[src/rtl/friscv_rd_writeback.sv]
// Integer register-file write-back: three buffered rd producers arbitrated round-robin
// onto the single register-file write port, plus the per-register busy scoreboard.
module friscv_rd_writeback #(
    parameter int XLEN       = 32,
    parameter int FIFO_DEPTH = 2
) (
    input  logic            aclk,
    input  logic            aresetn,
    input  logic            ctrl_valid,
    output logic            ctrl_ready,
    input  logic [4:0]      ctrl_addr,
    input  logic [XLEN-1:0] ctrl_data,
    input  logic            alu_valid,
    output logic            alu_ready,
    input  logic [4:0]      alu_addr,
    input  logic [XLEN-1:0] alu_data,
    input  logic            mem_valid,
    output logic            mem_ready,
    input  logic [4:0]      mem_addr,
    input  logic [XLEN-1:0] mem_data,
    input  logic            rsv_valid,
    output logic            rsv_ready,
    input  logic [4:0]      rsv_addr,
    input  logic [4:0]      chk_rs1_addr,
    output logic            chk_rs1_busy,
    input  logic [4:0]      chk_rs2_addr,
    output logic            chk_rs2_busy,
    output logic            rf_wr,
    output logic [4:0]      rf_addr,
    output logic [XLEN-1:0] rf_val,
    output logic [31:0]     busy,
    output logic            idle
);

    localparam int AW = $clog2(FIFO_DEPTH);
    localparam logic [AW:0] PTR_ONE = 1;

    // Handshake: a transfer happens on an edge where valid && ready. ready only
    // reflects free FIFO space (and is low in reset); it never depends on valid.
    logic [2:0]      src_valid, src_ready, push, pop, empty, full;
    logic [4:0]      src_addr  [3];
    logic [XLEN-1:0] src_data  [3];
    logic [4:0]      head_addr [3];
    logic [XLEN-1:0] head_data [3];

    assign src_valid   = {mem_valid, alu_valid, ctrl_valid};
    assign src_addr[0] = ctrl_addr;
    assign src_addr[1] = alu_addr;
    assign src_addr[2] = mem_addr;
    assign src_data[0] = ctrl_data;
    assign src_data[1] = alu_data;
    assign src_data[2] = mem_data;
    assign ctrl_ready  = src_ready[0];
    assign alu_ready   = src_ready[1];
    assign mem_ready   = src_ready[2];

    for (genvar s = 0; s < 3; s++) begin : g_fifo
        logic [4:0]      slot_addr [FIFO_DEPTH];
        logic [XLEN-1:0] slot_data [FIFO_DEPTH];
        logic [AW:0]     wr_ptr, rd_ptr;

        assign empty[s]     = (wr_ptr == rd_ptr);
        assign full[s]      = (wr_ptr[AW] != rd_ptr[AW]) && (wr_ptr[AW-1:0] == rd_ptr[AW-1:0]);
        assign src_ready[s] = aresetn && !full[s];
        // x0 writes complete the handshake but are dropped here
        assign push[s]      = src_valid[s] && src_ready[s] && (src_addr[s] != 5'd0);
        assign head_addr[s] = slot_addr[rd_ptr[AW-1:0]];
        assign head_data[s] = slot_data[rd_ptr[AW-1:0]];

        always_ff @(posedge aclk) begin
            if (!aresetn) begin
                wr_ptr <= '0;
                rd_ptr <= '0;
            end else begin
                if (push[s]) begin
                    slot_addr[wr_ptr[AW-1:0]] <= src_addr[s];
                    slot_data[wr_ptr[AW-1:0]] <= src_data[s];
                    wr_ptr <= wr_ptr + PTR_ONE;
                end
                if (pop[s]) begin
                    rd_ptr <= rd_ptr + PTR_ONE;
                end
            end
        end
    end

    // Round-robin: search starts at the source after the last grant (0 ctrl, 1 alu, 2 mem)
    logic [1:0]      last, gsel, cand;
    logic            found;
    logic [4:0]      sel_addr;
    logic [XLEN-1:0] sel_data;

    always_comb begin
        found = 1'b0;
        gsel  = 2'd0;
        cand  = (last == 2'd2) ? 2'd0 : last + 2'd1;
        for (int k = 0; k < 3; k++) begin
            if (!found && !empty[cand]) begin
                found = 1'b1;
                gsel  = cand;
            end
            cand = (cand == 2'd2) ? 2'd0 : cand + 2'd1;
        end
    end

    assign pop = found ? (3'b001 << gsel) : 3'b000;

    always_comb begin
        case (gsel)
            2'd0:    begin sel_addr = head_addr[0]; sel_data = head_data[0]; end
            2'd1:    begin sel_addr = head_addr[1]; sel_data = head_data[1]; end
            default: begin sel_addr = head_addr[2]; sel_data = head_data[2]; end
        endcase
    end

    always_ff @(posedge aclk) begin
        if (!aresetn) begin
            last    <= 2'd2;
            rf_wr   <= 1'b0;
            rf_addr <= 5'd0;
            rf_val  <= '0;
        end else begin
            rf_wr <= found;
            if (found) begin
                last    <= gsel;
                rf_addr <= sel_addr;
                rf_val  <= sel_data;
            end
        end
    end

    // Clear lands one edge after rf_wr so the RF update and the clear appear together;
    // a reservation on the same edge wins over the clear.
    logic [31:0] busy_next;

    assign rsv_ready = aresetn && ((rsv_addr == 5'd0) || !busy[rsv_addr]);

    always_comb begin
        busy_next = busy;
        if (rf_wr) begin
            busy_next[rf_addr] = 1'b0;
        end
        if (rsv_valid && rsv_ready && (rsv_addr != 5'd0)) begin
            busy_next[rsv_addr] = 1'b1;
        end
        busy_next[0] = 1'b0;
    end

    always_ff @(posedge aclk) begin
        if (!aresetn) begin
            busy <= '0;
        end else begin
            busy <= busy_next;
        end
    end

    assign chk_rs1_busy = busy[chk_rs1_addr];
    assign chk_rs2_busy = busy[chk_rs2_addr];
    assign idle         = (&empty) && !rf_wr && (busy == 32'd0);

endmodule
[config.mk]
export PLATFORM = sky130hd
export DESIGN_NAME = friscv_rd_writeback
export DESIGN_NICKNAME = d
export VERILOG_FILES = /design/src/rtl/friscv_rd_writeback.sv
export SDC_FILE = /design/constraint.sdc
export NUM_CORES = 1
export LEC_CHECK = 0
export BUFFER_PORTS_ARGS = -buffer_cell sky130_fd_sc_hd__clkbuf_2
export CORE_MARGIN = 2
export CORE_UTILIZATION = 50
export CTS_CLUSTER_SIZE = 24
export DETAILED_ROUTE_END_ITERATION = 6
export PLACE_DENSITY = 0.72
export SKIP_CTS_REPAIR_TIMING = 1
export SLEW_MARGIN = 15
export SYNTH_ARGS = -nofsm -noshare
export SYNTH_HDL_FRONTEND = slang
export SYNTH_SLANG_ARGS = --single-unit
[constraint.sdc]
create_clock -name aclk -period 5.2 [get_ports aclk]
set_clock_uncertainty 0.2 [all_clocks]
set_input_delay 0.26 -clock aclk [delete_from_list [all_inputs] [get_ports aclk]]
set_output_delay 0.26 -clock aclk [all_outputs]
set_load 0.05 [all_outputs]
==> impl_metrics.tcl, run 1 <==
set metrics [dict create \
    io-pin-count 209 \
    clock-sinks 308 \
    antenna_found_initial 1 \
    swShare_pct 34.23 \
    pwr-share-clk_pct 28.8 \
    wl_um 31970 \
    drive_above_1_share_pct 31.30 \
    grt_pass1_vias 8288 \
    power_leakage_nw 6.004 \
    route.met3.wl_um 2127 \
    tritoncts "done" \
    grt_pass1_wl_um 45780 \
    drt_iter0_drc 878 \
    overflow 0 \
    p_total_mw 7.696 \
    crit_slowest_cell "xnor2_1" \
    dp_hpwl_um 21560 \
    fin_nets 1354 \
    clockBufferDepth 3 \
    clock_latency_ps 540 \
    rsz0062_at_grt "false" \
    fp.dieW_um 164.9 \
    final_cell_mix "edfxtp_1 (222), clkbuf_2 (207), dlygate4sd3_1 (111)" \
    wl_met2_um 15490 \
    slew_headroom_pct 26.54 \
    crit_arrival_ps 2450 \
    core.rowCount 58 \
    syn_avg_cell_area_um2 14.18 \
    drv_cap 0 \
    required_ps 4740 \
    grt_max_degree 66 \
    antenna_left 0 \
    synthesis.area_um2 12940 \
    p_switching_mw 2.634 \
    grt_util_all_layers_pct 21.97 \
    powerDensity_nw_per_um2 468.5 \
    top_layer_used "met4" \
    ys_seq_elements 308 \
    instances_no_fill 1574 \
    peakVddDrop_v 0.0003307 \
    htree_levels 1 \
    violations "DRC, hold timing" \
    yosysSeqAreaShare_pct 64.81 \
    setup_violations 0 \
    path_cells "xnor2_1 > nand2_2 > buf_4 > nor4_1 > clkbuf_2" \
    die-height_um 164.9 \
    hp-class "in2reg" \
    viasPerCell 5.808 \
    die_area_um2 27190 \
    yosysWarnings 0 \
    async_flop_share_pct 0 \
    period_share_pct 56.03 \
    drtPass1Iterations 7 \
    max_stage_delay_ps 420 \
    path_buf_inv 2 \
    synthDistinctLibCells 55 \
    globalplace.congestion 0.8846 \
    wl_met1_um 13560 \
    status "finished, violations left" \
    num_vias 9142 \
    critical_path_class "reg2out" \
    area_growth_pct 26.92 \
    start_util_pct 51.10 \
    fill_cells 1839 \
    hold_violations 3 \
    synthCells 913 \
    seq_power_share_pct 41.9 \
    holdWs_ps -9.468 \
    intPower_mw 5.062 \
    routedWlPerCell_um 20.31 \
    remaining_drc_errors 2 \
    crit_fanout 65 \
    tightest_slew_ps 1102 \
    dp_cells 1410 \
    synth_nets 1045 \
    cp-start-kind "register" \
    combPwrFrac_pct 29.3 \
    fmaxAchievable_mhz 343.2 \
    min_period_ps 2913 \
    io_buffers 207 \
    clock-root-buffer "clkbuf_16" \
    final_common_cell "edfxtp_1" \
    core_area_um2 25330 \
    cp_top_family "buffers and inverters" \
    synth_flop_cell "edfxtp_1" \
    clk_pin_slew_ps 60 \
    synth_edf_count 222 \
    drv_slew 0 \
    crit_path_end_kind "primary output" \
    cts_buffers 29 \
    setup_tns_ps 0 \
    final_util_pct 64.86 \
]
stage by stage:
step	cell area, um^2	setup slack (ps)
2_1_floorplan	12940	987.4
6_report	16430	2287
3_5_place_dp	14310	2145
5_1_grt	16430	2099
3_3_place_gp	14310	2284
4_1_cts	15310	2257
cell usage after synthesis (4+ instances only):
library cell / count / area (um^2)
and2_1: 7 / 43.79
or4_1: 5 / 37.54
mux2_2: 74 / 833.3
clkbuf_1: 32 / 120.1
nand3_1: 34 / 170.2
edfxtp_1: 222 / 6666
o211ai_1: 27 / 202.7
xor2_1: 5 / 43.79
mux2i_1: 54 / 540.5
nand4_1: 35 / 219.0
nor3b_1: 4 / 30.03
nor4_1: 13 / 81.33
buf_2: 15 / 75.07
a21oi_1: 5 / 25.02
nor2_1: 23 / 86.33
mux4_2: 23 / 518.0
a32o_1: 20 / 200.2
dfxtp_1: 86 / 1722
xnor2_1: 8 / 70.07
o311ai_1: 8 / 70.07
a22oi_1: 15 / 112.6
o21ai_0: 18 / 90.09
nand2_1: 86 / 322.8
o311ai_0: 10 / 87.58
inv_1: 9 / 33.78
nor3_1: 13 / 65.06
buf_1: 7 / 26.28
nand2b_1: 7 / 43.79
worst register-to-register path, delay by kind of cell (launching register included):
kind | cells | cell delay [ps]
AND/OR/NAND/NOR | 3 | 1050
XOR/XNOR | 1 | 420
buffers and inverters | 1 | 350
flip-flops | 1 | 330
AO/OA/AOI/OAI | 1 | 240
layout make-up:
cell class	instances	area, um^2	area share, %
flip-flops and latches	308	8392	51.09
repair buffers	334	2267	13.80
clock inverters	13	185.2	1.127
clock buffers	39	823.3	5.012
inverters	10	37.54	0.2285
well taps	330	412.9	2.514
multi-input cells	539	4307	26.22
diodes	1	2.502	0.01523
cells by family after synthesis:
family	after synthesis	synth area share, %
DFF	308	64.81
and+or+nand+nor	251	9.977
muxes	151	14.62
AOI/OAI and AO/OA	121	7.289
buffers and inverters	66	2.146
xor gates and xnor gates	15	1.131
other	1	0.02897
power groups by stage:
stage | registers (mW) | clock network [mW] | logic, mW
2_1_floorplan | 3.43 | 0 | 1.39
4_1_cts | 3.23 | 2.24 | 2.17
3_3_place_gp | 3.27 | 0 | 2.12
6_report | 3.23 | 2.21 | 2.26
5_1_grt | 3.26 | 2.34 | 2.40
3_5_place_dp | 3.28 | 0 | 2.15
metal layers:
| layer | global-route usage [%] | up-vias |
|---|---|---|
| met3 | 2.737 | 56 |
| li1 | - | 4206 |
| met5 | 0 | - |
| met2 | 35.41 | 417 |
| met4 | 7.826 | 0 |
| met1 | 30.93 | 4463 |
final timing paths:
| kind | from | to | slack (ps) | depth (start not counted) |
|---|---|---|---|---|
| min reg2reg | g_fifo[2].rd_ptr[1]$_SDFFE_PN0P_ | g_fifo[2].rd_ptr[1]$_SDFFE_PN0P_ | 300 | 2 |
| min | rsv_addr[2] | busy[1]$_SDFF_PN0_ | -9 | 3 |
| max | g_fifo[2].rd_ptr[1]$_SDFFE_PN0P_ | idle | 2290 | 5 |
| max reg2reg | g_fifo[2].rd_ptr[1]$_SDFFE_PN0P_ | rf_val[20]$_SDFFE_PN0N_ | 2560 | 6 |
registers in the layout (all words and copies together), names as in the netlist, named ones only:
name	flops
busy	31
rf_addr	5
g_fifo.slot_data	192
rf_val	32
rf_wr	1
g_fifo.slot_addr	30
g_fifo.wr_ptr	6
last	2
g_fifo.rd_ptr	6
No activity file was read; power rests on OpenSTA's default activity.
==> run 2: changes to the inputs <==
--- a/config.mk
+++ b/config.mk
@@ -10,7 +10,7 @@
 export CORE_UTILIZATION = 50
 export CTS_CLUSTER_SIZE = 24
 export DETAILED_ROUTE_END_ITERATION = 6
-export PLACE_DENSITY = 0.72
+export PLACE_DENSITY = 0.75
 export SKIP_CTS_REPAIR_TIMING = 1
 export SLEW_MARGIN = 15
 export SYNTH_ARGS = -nofsm -noshare
==> constraint.sdc (replaced) <==
create_clock -name aclk -period 2.4 [get_ports aclk]
set_clock_uncertainty 0.2 [all_clocks]
set_input_delay 0.12 -clock aclk [delete_from_list [all_inputs] [get_ports aclk]]
set_output_delay 0.12 -clock aclk [all_outputs]
set_load 0.05 [all_outputs]
==> run 2 against run 1 <==
Compared with the run above:
- sequential share of layout area is 1.7 points lower
- utilization rose by 2.6 points
- global-route usage grew 2.3 points
- critical path depth fell by 1
- worst hold slack got worse by 25 ps
- largest cell class unchanged
- critical endpoint is now chk_rs2_busy
- the run ends with hold timing, setup timing left
- highest routed layer unchanged
- worst setup slack lost 2500 ps
- non-clock buffer count grew 37
==> impl_metrics.tcl, run 2 (synthesis results as in run 1) <==
set metrics [dict create \
    area_growth_pct 32.01 \
    crit_slowest_cell "mux4_2" \
    required_ps 2080 \
    period_share_pct 107.1 \
    fill_cells 1777 \
    reg2reg_to "rf_val[0]$_SDFFE_PN0N_" \
    crit_fanout 6 \
    die-height_um 164.9 \
    htree_levels 2 \
    fin_nets 1396 \
    violations "hold timing, setup timing" \
    grt_use_met3_pct 4.420 \
    final_cell_mix "edfxtp_1 (222), clkbuf_2 (203), dlygate4sd3_1 (116)" \
    crit_path_end_kind "primary output" \
    start_util_pct 51.10 \
    num_vias 9513 \
    min_period_ps 2570 \
    crit_arrival_ps 2250 \
    met1_usage_pct 31.98 \
    antenna_found_initial 2 \
    clockBufferDepth 3 \
    fin_area_um2 17090 \
    power_leakage_nw 6.303 \
    multiInputGateArea_um2 4425 \
    core_area_um2 25330 \
    post_dp_cell_area_um2 14750 \
    crit_path_start "busy[10]$_SDFF_PN0_" \
    viasPerCell 5.869 \
    core.rowCount 58 \
    final_common_cell "edfxtp_1" \
    grt_pass1_wl_um 49860 \
    clock-root-buffer "clkbuf_16" \
    tightest_slew_ps 579.8 \
    clk_pin_slew_ps 60 \
    holdWs_ps -34.78 \
    fmaxAchievable_mhz 389.1 \
    slew_headroom_pct 61.05 \
    die_area_um2 27190 \
    grt_pass1_vias 9023 \
    grt_util_all_layers_pct 24.24 \
    drtPass1Iterations 5 \
    holdPathEnd "busy[3]$_SDFF_PN0_" \
    reg2regPathDepth 5 \
    met2_usage_pct 41.08 \
    drv_slew 0 \
    worst_slack_ps -169.8 \
    critical_path_class "reg2out" \
    path_cells "mux4_2 > mux4_2 > mux2_4 > buf_8" \
    place_ws_ps 178.8 \
    overflow 0 \
    min_path_cells 4 \
    remaining_drc_errors 0 \
    globalplace.congestion 0.9061 \
    io_buffers 207 \
    grt_max_degree 39 \
    max_stage_delay_ps 480 \
    io-pin-count 209 \
    setup_violations 4 \
    busiest_layer "met2" \
    hold_violations 5 \
    reg2reg_from "g_fifo[2].rd_ptr[1]$_SDFFE_PN0P_" \
    status "finished, violations left" \
    fp.dieW_um 164.9 \
    dp_hpwl_um 22410 \
    drive_above_1_share_pct 35.61 \
    hp-start "rsv_addr[1]" \
    cp-start-kind "register" \
    antenna_left 0 \
    wl_um 35090 \
    peakVddDrop_v 0.0007198 \
    routedWlPerCell_um 21.65 \
    regArea_um2 8432 \
    clock-sinks 308 \
    drv_cap 0 \
    drt_iter0_drc 793 \
    p_total_mw 17.48 \
    regToRegSetupSlack_ps 230 \
    powerDensity_nw_per_um2 1023 \
    path_buf_inv 1 \
    worst_path_most_repeated_cell "mux4_2" \
    rsz0062_at_grt "true" \
    cp_top_family "multiplexers" \
    tritoncts "done" \
    hp-class "in2reg" \
    setup_tns_ps -482.5 \
    clock_latency_ps 510 \
    largest_reg_flops 192 \
    cts_buffers 34 \
]
[run 2: how the worst max path moves through the flow]
stage / end / slack (ps) / cells after the start
after floorplan: g_fifo[1].slot_addr[1][0]$_DFFE_PP_ / 8 / 3
after global placement: chk_rs2_busy / 180 / 5
after detailed placement: chk_rs2_busy / 180 / 5
after CTS: chk_rs1_busy / -290 / 4
after global routing: idle / -210 / 5
final: chk_rs2_busy / -170 / 4
[run 2: final cells by class]
type,instances,share of cell area [%]
Sequential cell,308,49.35
Clock inverter,16,0.9154
Inverter,10,0.2197
Clock buffer,45,5.463
Antenna cell,2,0.02929
Timing Repair Buffer,371,15.70
Tap cell,330,2.417
Multi-Input combinational cell,539,25.90
[run 2: layer usage]
layer / share of wire [%] / wire, um
met1: 40 / 14090
met2: 51 / 17810
met3: 7.2 / 2518
met4: 1.9 / 673
met5: 0 / 0
[run 2: worst reg2reg max path, cell delays in order, from the launching register on]
cell and delay (ps):
dfxtp_1 340, xnor2_2 290, nand2_2 230, o21bai_4 210
nand2_2 320, o311ai_0 460
[run 2: metrics by stage]
stage          utilization (%)  instances
2_1_floorplan                -        913
3_3_place_gp             58.26       1442
3_5_place_dp             58.26       1442
4_1_cts                  62.56       1503
5_1_grt                  67.46       1621
6_report                 67.46       1621
[run 2: report_power, final]
part | switching, mW | total (mW) | leakage [nW] | internal, mW
registers | 0.465 | 6.74 | 2.75 | 6.27
logic | 3.57 | 5.65 | 3.01 | 2.08
clock network | 2.02 | 5.09 | 0.536 | 3.06
total | 6.06 | 17.5 | 6.30 | 11.4
